**src/rtl/out_stage_pkg.sv**
```systemverilog
// Purpose: shared state encoding and default sizing for the PWM output stage.
// Latency: n/a (types and constants only).
// Backpressure: n/a.
package out_stage_pkg;

   typedef enum logic {
      ST_IDLE    = 1'b0,
      ST_PENDING = 1'b1
   } state_t;

   localparam int NCH_DEF          = 7;
   localparam int SYNC_TIMEOUT_DEF = 255;
   localparam int TO_W_DEF         = 8;

endpackage

```
**src/rtl/out_commit_ctrl.sv**
```systemverilog
// Purpose: commit FSM - takes a config into shadow, commits it on sync or after a timeout.
// Latency: o_commit is combinational in the commit cycle; o_commit_pulse/o_timeout_flag one cycle later.
// Backpressure: o_cfg_ready is high only in IDLE; offers while PENDING are ignored.
module out_commit_ctrl
   import out_stage_pkg::*;
#(
   parameter int SYNC_TIMEOUT = SYNC_TIMEOUT_DEF,
   parameter int TO_W         = TO_W_DEF
) (
   input  logic clk,
   input  logic rst,
   input  logic i_cfg_valid,
   input  logic i_sync,
   output logic o_cfg_ready,
   output logic o_shadow_load,
   output logic o_commit,
   output logic o_commit_pulse,
   output logic o_timeout_flag
);

   // A zero timeout disables the forced commit; the counter then just parks at all-ones.
   localparam bit              TO_EN   = (SYNC_TIMEOUT != 0);
   localparam logic [TO_W-1:0] TO_LAST = (SYNC_TIMEOUT == 0) ? {TO_W{1'b1}}
                                                             : TO_W'(SYNC_TIMEOUT - 1);
   localparam logic [TO_W-1:0] CNT_ONE = {{(TO_W-1){1'b0}}, 1'b1};

   state_t          r_state;
   state_t          w_state_nxt;
   logic [TO_W-1:0] r_cnt;
   logic            r_commit_pulse;
   logic            r_timeout_flag;
   logic            w_load;
   logic            w_commit;
   logic            w_forced;

   // State register.
   always_ff @(posedge clk or posedge rst) begin
      if (rst) r_state <= ST_IDLE;
      else     r_state <= w_state_nxt;
   end

   // Next state plus shadow-load / commit decisions; sync wins over timeout.
   always_comb begin
      w_state_nxt = r_state;
      w_load      = 1'b0;
      w_commit    = 1'b0;
      w_forced    = 1'b0;
      case (r_state)
         ST_IDLE: begin
            if (i_cfg_valid) begin
               w_load      = 1'b1;
               w_state_nxt = ST_PENDING;
            end
         end
         ST_PENDING: begin
            if (i_sync) begin
               w_commit    = 1'b1;
               w_state_nxt = ST_IDLE;
            end else if (TO_EN && (r_cnt == TO_LAST)) begin
               w_commit    = 1'b1;
               w_forced    = 1'b1;
               w_state_nxt = ST_IDLE;
            end
         end
         default: w_state_nxt = ST_IDLE;
      endcase
   end

   // Cycles spent in PENDING; cleared on capture, saturating so it can never wrap.
   always_ff @(posedge clk or posedge rst) begin
      if (rst)                                          r_cnt <= '0;
      else if (w_load)                                  r_cnt <= '0;
      else if ((r_state == ST_PENDING) && (r_cnt != TO_LAST)) r_cnt <= r_cnt + CNT_ONE;
   end

   // Commit pulse and sticky timeout flag, aligned with the first cycle of the new config.
   always_ff @(posedge clk or posedge rst) begin
      if (rst) begin
         r_commit_pulse <= 1'b0;
         r_timeout_flag <= 1'b0;
      end else begin
         r_commit_pulse <= w_commit;
         if (w_load)        r_timeout_flag <= 1'b0;
         else if (w_forced) r_timeout_flag <= 1'b1;
      end
   end

   assign o_cfg_ready    = (r_state == ST_IDLE);
   assign o_shadow_load  = w_load;
   assign o_commit       = w_commit;
   assign o_commit_pulse = r_commit_pulse;
   assign o_timeout_flag = r_timeout_flag;

endmodule

```
**src/rtl/pwm_out_stage.sv**
```systemverilog
// Purpose: NCH-channel pin stage, static/PWM select + inversion, config committed glitch-free at period start.
// Latency: 1 cycle from ovalues/pwm_dc to opins; a commit takes effect on opins at the commit edge.
// Backpressure: cfg_ready low while a config is pending. Optional fault forcing: OUT_STAGE_FAULT_EN.
module pwm_out_stage
   import out_stage_pkg::*;
#(
   parameter int NCH          = NCH_DEF,
   parameter int SYNC_TIMEOUT = SYNC_TIMEOUT_DEF,
   parameter int TO_W         = TO_W_DEF
) (
   input  logic           clk,
   input  logic           rst,
   input  logic           cfg_valid,
   output logic           cfg_ready,
   input  logic [NCH-1:0] cfg_sel_pwm,
   input  logic [NCH-1:0] cfg_invert,
   input  logic           sync,
   input  logic [NCH-1:0] ovalues,
   input  logic [NCH-1:0] pwm_dc,
   output logic [NCH-1:0] opins,
   output logic           commit_pulse,
`ifdef OUT_STAGE_FAULT_EN
   input  logic           fault,
   input  logic           fault_clr,
   output logic           fault_active,
`endif
   output logic           timeout_flag
);

   logic [NCH-1:0] r_shd_sel;
   logic [NCH-1:0] r_shd_inv;
   logic [NCH-1:0] r_act_sel;
   logic [NCH-1:0] r_act_inv;
   logic [NCH-1:0] r_opins;
   logic [NCH-1:0] w_sel;
   logic [NCH-1:0] w_inv;
   logic [NCH-1:0] w_mux;
   logic [NCH-1:0] w_opins_nxt;
   logic           w_shadow_load;
   logic           w_commit;

   out_commit_ctrl #(
      .SYNC_TIMEOUT (SYNC_TIMEOUT),
      .TO_W         (TO_W)
   ) u_ctrl (
      .clk            (clk),
      .rst            (rst),
      .i_cfg_valid    (cfg_valid),
      .i_sync         (sync),
      .o_cfg_ready    (cfg_ready),
      .o_shadow_load  (w_shadow_load),
      .o_commit       (w_commit),
      .o_commit_pulse (commit_pulse),
      .o_timeout_flag (timeout_flag)
   );

   // Shadow holds the offered config until commit; reset discards anything pending.
   always_ff @(posedge clk or posedge rst) begin
      if (rst) begin
         r_shd_sel <= '0;
         r_shd_inv <= '0;
      end else if (w_shadow_load) begin
         r_shd_sel <= cfg_sel_pwm;
         r_shd_inv <= cfg_invert;
      end
   end

   // Active config only changes on a commit, i.e. at a PWM period boundary.
   always_ff @(posedge clk or posedge rst) begin
      if (rst) begin
         r_act_sel <= '0;
         r_act_inv <= '0;
      end else if (w_commit) begin
         r_act_sel <= r_shd_sel;
         r_act_inv <= r_shd_inv;
      end
   end

   // Use the config that is active after this edge so opins switches in the commit cycle itself.
   assign w_sel = w_commit ? r_shd_sel : r_act_sel;
   assign w_inv = w_commit ? r_shd_inv : r_act_inv;
   assign w_mux = ((w_sel & pwm_dc) | (~w_sel & ovalues)) ^ w_inv;

`ifdef OUT_STAGE_FAULT_EN
   logic r_fault_active;
   logic w_fault_nxt;

   // Fault latch: set by fault, cleared by fault_clr only when fault is low.
   always_comb begin
      w_fault_nxt = r_fault_active;
      if (fault)          w_fault_nxt = 1'b1;
      else if (fault_clr) w_fault_nxt = 1'b0;
   end

   // Fault state register.
   always_ff @(posedge clk or posedge rst) begin
      if (rst) r_fault_active <= 1'b0;
      else     r_fault_active <= w_fault_nxt;
   end

   // During a fault every pin sits at its deasserted level, which tracks committed inversion.
   assign w_opins_nxt  = w_fault_nxt ? w_inv : w_mux;
   assign fault_active = r_fault_active;
`else
   assign w_opins_nxt  = w_mux;
`endif

   // Registered pin drive.
   always_ff @(posedge clk or posedge rst) begin
      if (rst) r_opins <= '0;
      else     r_opins <= w_opins_nxt;
   end

   assign opins = r_opins;

endmodule
```
**config.mk**
```make
export PLATFORM = sky130hd
export DESIGN_NAME = pwm_out_stage
export DESIGN_NICKNAME = d
export VERILOG_FILES = /design/src/rtl/out_stage_pkg.sv /design/src/rtl/out_commit_ctrl.sv /design/src/rtl/pwm_out_stage.sv
export SDC_FILE = /design/constraint.sdc
export NUM_CORES = 1
export LEC_CHECK = 0
export CORE_ASPECT_RATIO = 1.25
export CORE_MARGIN = 2
export CORE_UTILIZATION = 30
export DETAILED_ROUTE_END_ITERATION = 16
export PLACE_DENSITY = 0.58
export SLEW_MARGIN = 20
export SYNTH_ARGS = -nofsm -noshare
export SYNTH_HDL_FRONTEND = slang
export SYNTH_HIERARCHICAL = 1
export SYNTH_SLANG_ARGS = --single-unit
```
**constraint.sdc**
```tcl
create_clock -name clk -period 2.3 [get_ports clk]
set_input_delay 0.46 -clock clk [delete_from_list [all_inputs] [get_ports clk]]
set_output_delay 0.46 -clock clk [all_outputs]
set_load 0.02 [all_outputs]
```
Word-level counts from Yosys, hierarchy flattened:

Index checks and enable logic that the tools add are counted.

* register bits after elaboration: 46
* bits of input ports: 32
* logic and storage cells: 37

* add/subtract/negate cells: 1
* equality and inequality tests: 2
* multiplexer cells: 16
* bitwise operators: 6
* reduce and logical (&&, ||, !) cells: 3

Operator list (count)
* $mux 8: 2
* $and 7x7->7: 2
* $mux 7: 2
* $mux 1: 11
* $add 8x1->8 const B: 1
* $eq 8x8->1 const B: 1
* $ne 8x8->1 const B: 1
* $not 7->7: 1
* $or 7x7->7: 1
* $xor 7x7->7: 1
* $reduce_bool 2->1: 2
* $pmux 1 s2: 1
* $logic_and 1x1->1: 1
* $not 1->1: 1

Depth between registers and ports, before layout:

* word-level depth: 9
* depth in mapped cells: 9

Modules after synthesis:

Netlist, hierarchy kept.

By module, submodules not included
* pwm_out_stage: times used 1, cells each 80, area each 1353.8 µm², sequential area each 875.8 µm²
* out_commit_ctrl: times used 1, cells each 59, area each 570.5 µm², sequential area each 275.3 µm²

Least setup slack after synthesis:

No wires, ideal clock.

* path kind: reg2reg
* from: register u_ctrl.r_cnt[0]
* to: register r_opins[3] (netlist: opins[3])
* setup time: 80 ps
* arrival: 2193 ps
* data required time: 2220 ps
* setup slack: 27 ps
* cell stages (with the launch flop): 10
* path buffers: 1
* clock period less this slack: 2273 ps
* cell sequence: dfrtp_1 > inv_1 > ha_1 > and4_1 > nand2_1 > a21oi_1 > buf_6 > mux2_4 > mux2i_1 > xnor2_1

* cells in the longest elaborated chain, start to end: 9
* elaborated cells between the ends (all ways): 11

RTL lines
* from (decl): line out_commit_ctrl.sv:29 `logic [TO_W-1:0] r_cnt;`
* from (signal assigned): line out_commit_ctrl.sv:73 `else if ((r_state == ST_PENDING) && (r_cnt != TO_LAST)) r_cnt <= r_cnt + CNT_ONE;`
* $eq 8x8->1 *: line out_commit_ctrl.sv:59 `end else if (TO_EN && (r_cnt == TO_LAST)) begin`
* $mux 1 *: line out_commit_ctrl.sv:59
* $mux 1 *: line out_commit_ctrl.sv:56 `if (i_sync) begin`
* $mux 1 *: line out_commit_ctrl.sv:48 `case (r_state)`
* net w_commit: line pwm_out_stage.sv:40 `logic w_commit;`
* $mux 7 *
* net w_sel[3]: line pwm_out_stage.sv:35 `logic [NCH-1:0] w_sel;`
* $not 7->7: line pwm_out_stage.sv:82 `assign w_mux = ((w_sel & pwm_dc) | (~w_sel & ovalues)) ^ w_inv;`
* $and 7x7->7: line pwm_out_stage.sv:82
* $or 7x7->7 *: line pwm_out_stage.sv:82
* $xor 7x7->7 *: line pwm_out_stage.sv:82
* net w_mux[3]: line pwm_out_stage.sv:37 `logic [NCH-1:0] w_mux;`
* to (signal assigned): line pwm_out_stage.sv:111 `else r_opins <= w_opins_nxt;`
* to (decl): line pwm_out_stage.sv:34 `logic [NCH-1:0] r_opins;`

The timed path passes the listed nets; every way through them passes the cells marked *.
A chain may end at the register's enable or synchronous reset.

Worst setup path after layout:

* from: register u_ctrl.r_cnt[0]
* to: register r_opins[6] (netlist: opins[6])

The elaborated chain is that of the path after synthesis.

==> flow_metrics.tcl <==
set metrics [dict create \
    regArea_mm2 0.00115 \
    dieArea_mm2 0.00708 \
    port_buffers 41 \
    die_w_um 75.6 \
    sequentialPowerShare_pct 48.0 \
    p_clk_share_pct 20.6 \
    arrival_ps 2340 \
    comb_power_share_pct 31.4 \
    outcome "completed" \
    routed_wl_um 3550 \
    p_leak_nw 1.08 \
    drive_above_1_share_pct 23.4 \
    drtIter0Drc 59 \
    synth_nets 173 \
    cap_violations 0 \
    finalCriticalPeriod_ps 2120 \
    cts_hold_buf 0 \
    cp_max_fo 15 \
    cp-end-kind "flip-flop" \
    ioPinCount 42 \
    grt.met2_usage_pct 17.7 \
    dp_slack_ps 156 \
    wire_per_inst_um 12.8 \
    antennaDiodeCount 0 \
    syn_inst 139 \
    tightest_slew_ps 434 \
    clkSlewWorstSetupHoldPaths_ps 80 \
    globalRoute.busiestLayer "met2" \
    antenna_found_initial 0 \
    p_per_area_mw_per_mm2 935 \
    cts.sinks 46 \
    crit_required_ps 2520 \
    hold_viol_final 0 \
    netlist-cell-type-count 28 \
    nFillCells 609 \
    place_congestion 0.823 \
    remaining_drc_errors 0 \
    timing.final.crit_share_pct 92.3 \
    hpwl_um 2660 \
    finalSetupViolations 0 \
    track_usage_pct 11.4 \
    p_sw_mw 0.681 \
    syn_to_final_growth_pct 34.1 \
    firstDrtPassIters 4 \
    cts_setup_buffers 0 \
    fmax_mhz 471 \
    ys_seq_area_share_pct 59.8 \
    yosys_register_bits 46 \
    overflow 0 \
    insertion_delay_ps 290 \
    synth-warning-count 6 \
    cp_slowest_cell "dfrtp_1" \
    htree_levels 2 \
    hold_path.class "reg2reg" \
    nNetsFinal 225 \
    fin_ws_ps 177 \
    syn_area_mm2 0.00192 \
    grt_max_degree 21 \
    cp_cell_sequence "inv_1 > ha_1 > and4_1 > nand2_1 > a21oi_2 > buf_12 > mux2_2 > mux2i_1 > xnor2_1" \
    ir_worst_vdd_v 0.000380 \
    finalSetupTns_ps 0 \
    grt.met1_usage_pct 15.4 \
    cts_resized 0 \
    cts_buffers 5 \
    cts_tree "built" \
    drv_slew 0 \
    grt_use_met3_pct 2.69 \
    grt_setup_unrepaired "false" \
    cts_root_buffer "clkbuf_8" \
    grt_pass1_wl_um 6200 \
    dieHeight_um 93.5 \
    rows 32 \
    fin_skew_ps 5.17 \
    grt_pass1_vias 1328 \
    crit_path_max_incr_delay_ps 420 \
    design.core.area_mm2 0.00621 \
    drtAntennaViolNets 0 \
    cp-start-kind "flip-flop" \
    via_per_inst 4.56 \
    multi_input_area_um2 718 \
    relSlewSlack_pct 71.1 \
    p_sw_share_pct 28.2 \
    syn_area_per_cell_um2 13.8 \
    initial_core_util_pct 31.0 \
    critPathKind "reg2reg" \
    p_int_mw 1.73 \
    cts_buffer_depth 2 \
    num_vias 1263 \
]
[kinds of logic after synthesis]
logic type,synth area share (%)
and+or+nand+nor,4.55
AOI/OAI and AO/OA,6.96
adders and majority gates,1.30
buffers and inverters,3.06
xor gates and xnor gates,3.19
DFF,59.8
muxes,21.1
[cell usage after synthesis]
cell type  instances  area, µm²
a211oi_1           5       37.5
a21oi_1            3       15.0
a311oi_1           1       8.76
a31oi_1            4       25.0
a41oi_1            1       8.76
and2_1             2       12.5
and3_2             1       7.51
and4_1             1       8.76
buf_2              2       10.0
buf_6              1       11.3
dfrtp_1           46       1150
ha_1               2       25.0
inv_1             10       37.5
mux2_2            25        282
mux2_4             3       45.0
mux2i_1            8       80.1
nand2_1            3       11.3
nand2b_1           1       6.26
nand3_1            1       5.00
nand3_2            1       10.0
nand4_1            2       12.5
nor2_1             2       7.51
nor4_1             1       6.26
o21ai_0            3       15.0
o22ai_1            1       6.26
o31a_1             1       8.76
o32ai_1            1       8.76
xnor2_1            7       61.3
[power groups by stage]
stage	registers (mW)	clock network (mW)	logic [mW]
2_1_floorplan	1.23	0	0.415
3_3_place_gp	1.17	0	0.757
3_5_place_dp	1.18	0	0.770
4_1_cts	1.16	0.521	0.773
5_1_grt	1.20	0.554	0.819
6_report	1.16	0.498	0.757
[through the flow]
stage | area [µm²] | power [mW] | util [%] | instances | hold slack, ps
2_1_floorplan | 1920 | 1.64 | - | 139 | 312
3_3_place_gp | 2490 | 1.93 | 40.1 | 269 | 484
3_5_place_dp | 2490 | 1.95 | 40.1 | 269 | 488
4_1_cts | 2580 | 2.46 | 41.6 | 277 | 511
5_1_grt | 2580 | 2.57 | 41.6 | 277 | 522
6_report | 2580 | 2.41 | 41.6 | 277 | 504
[worst max-delay path, delay by kind of cell, from the launching register on]
family          cells  cell delay, ps
mux                 2             550
simple gates        2             300
compound gates      1             190
flops               1             420
fa+ha+maj           1             170
buf+inv             2             270
xor+xnor            1             130
[final timing paths]
| check | from | to | slack, ps | cells after the start |
|---|---|---|---|---|
| max | u_ctrl/r_cnt[0] | opins[6] | 180 | 9 |
| min | r_shd_sel[6] | r_shd_sel[6] | 500 | 1 |
| max reg2reg | u_ctrl/r_cnt[0] | opins[6] | 180 | 9 |
| min reg2reg | r_shd_sel[6] | r_shd_sel[6] | 500 | 1 |
| max in group asynchronous | rst | u_ctrl/r_cnt[2] | 1450 | 2 |
| min in group asynchronous | rst | u_ctrl/r_cnt[5] | 550 | 2 |
[state kept, by name, summed over array words and instances, names as in the netlist]
| signal | flops |
|---|---|
| r_act_inv | 7 |
| u_ctrl/o_commit_pulse | 1 |
| u_ctrl/r_cnt | 8 |
| u_ctrl/r_state | 1 |
| opins | 7 |
| r_act_sel | 7 |
| r_shd_sel | 7 |
| r_shd_inv | 7 |
| u_ctrl/o_timeout_flag | 1 |
[final cells by class]
type	count	area share, %
Tap cell	85	4.12
Clock inverter	1	0.194
Multi-Input combinational cell	80	27.8
Timing Repair Buffer	48	18.4
Sequential cell	46	44.6
Inverter	10	1.45
Clock buffer	7	3.35
[cells in the final DEF (no fill, tap or decap)]
master           synthesis  final
mux2i_1                  8      8
nor4_1                   1      1
and4_1                   1      1
dfrtp_1                 46     46
o21ai_0                  3      3
nand2b_1                 1      1
nand3_2                  1      1
a311oi_1                 1      1
nand2_1                  3      3
nor2_1                   2      2
o31a_1                   1      1
xnor2_1                  7      7
o22ai_1                  1      1
a21oi_2                  0      1
mux2_4                   3      3
and3_2                   1      1
clkbuf_1                 0      1
a211oi_1                 5      5
and2_1                   2      2
a31oi_1                  4      4
buf_12                   0      1
a21oi_1                  3      2
nand3_1                  1      1
nand4_1                  2      2
o32ai_1                  1      1
clkinv_2                 0      1
inv_1                   10     10
buf_4                    0      6
a41oi_1                  1      1
mux2_2                  25     25
ha_1                     2      2
clkbuf_8                 0      6
clkdlybuf4s50_1          0     41
[per-layer routing]
metal	wire, µm	vias to the layer above
met4	66	0
met5	0	-
met1	1650	616
li1	-	598
met3	189	8
met2	1650	41
No activity file was read; power rests on OpenSTA's default activity.
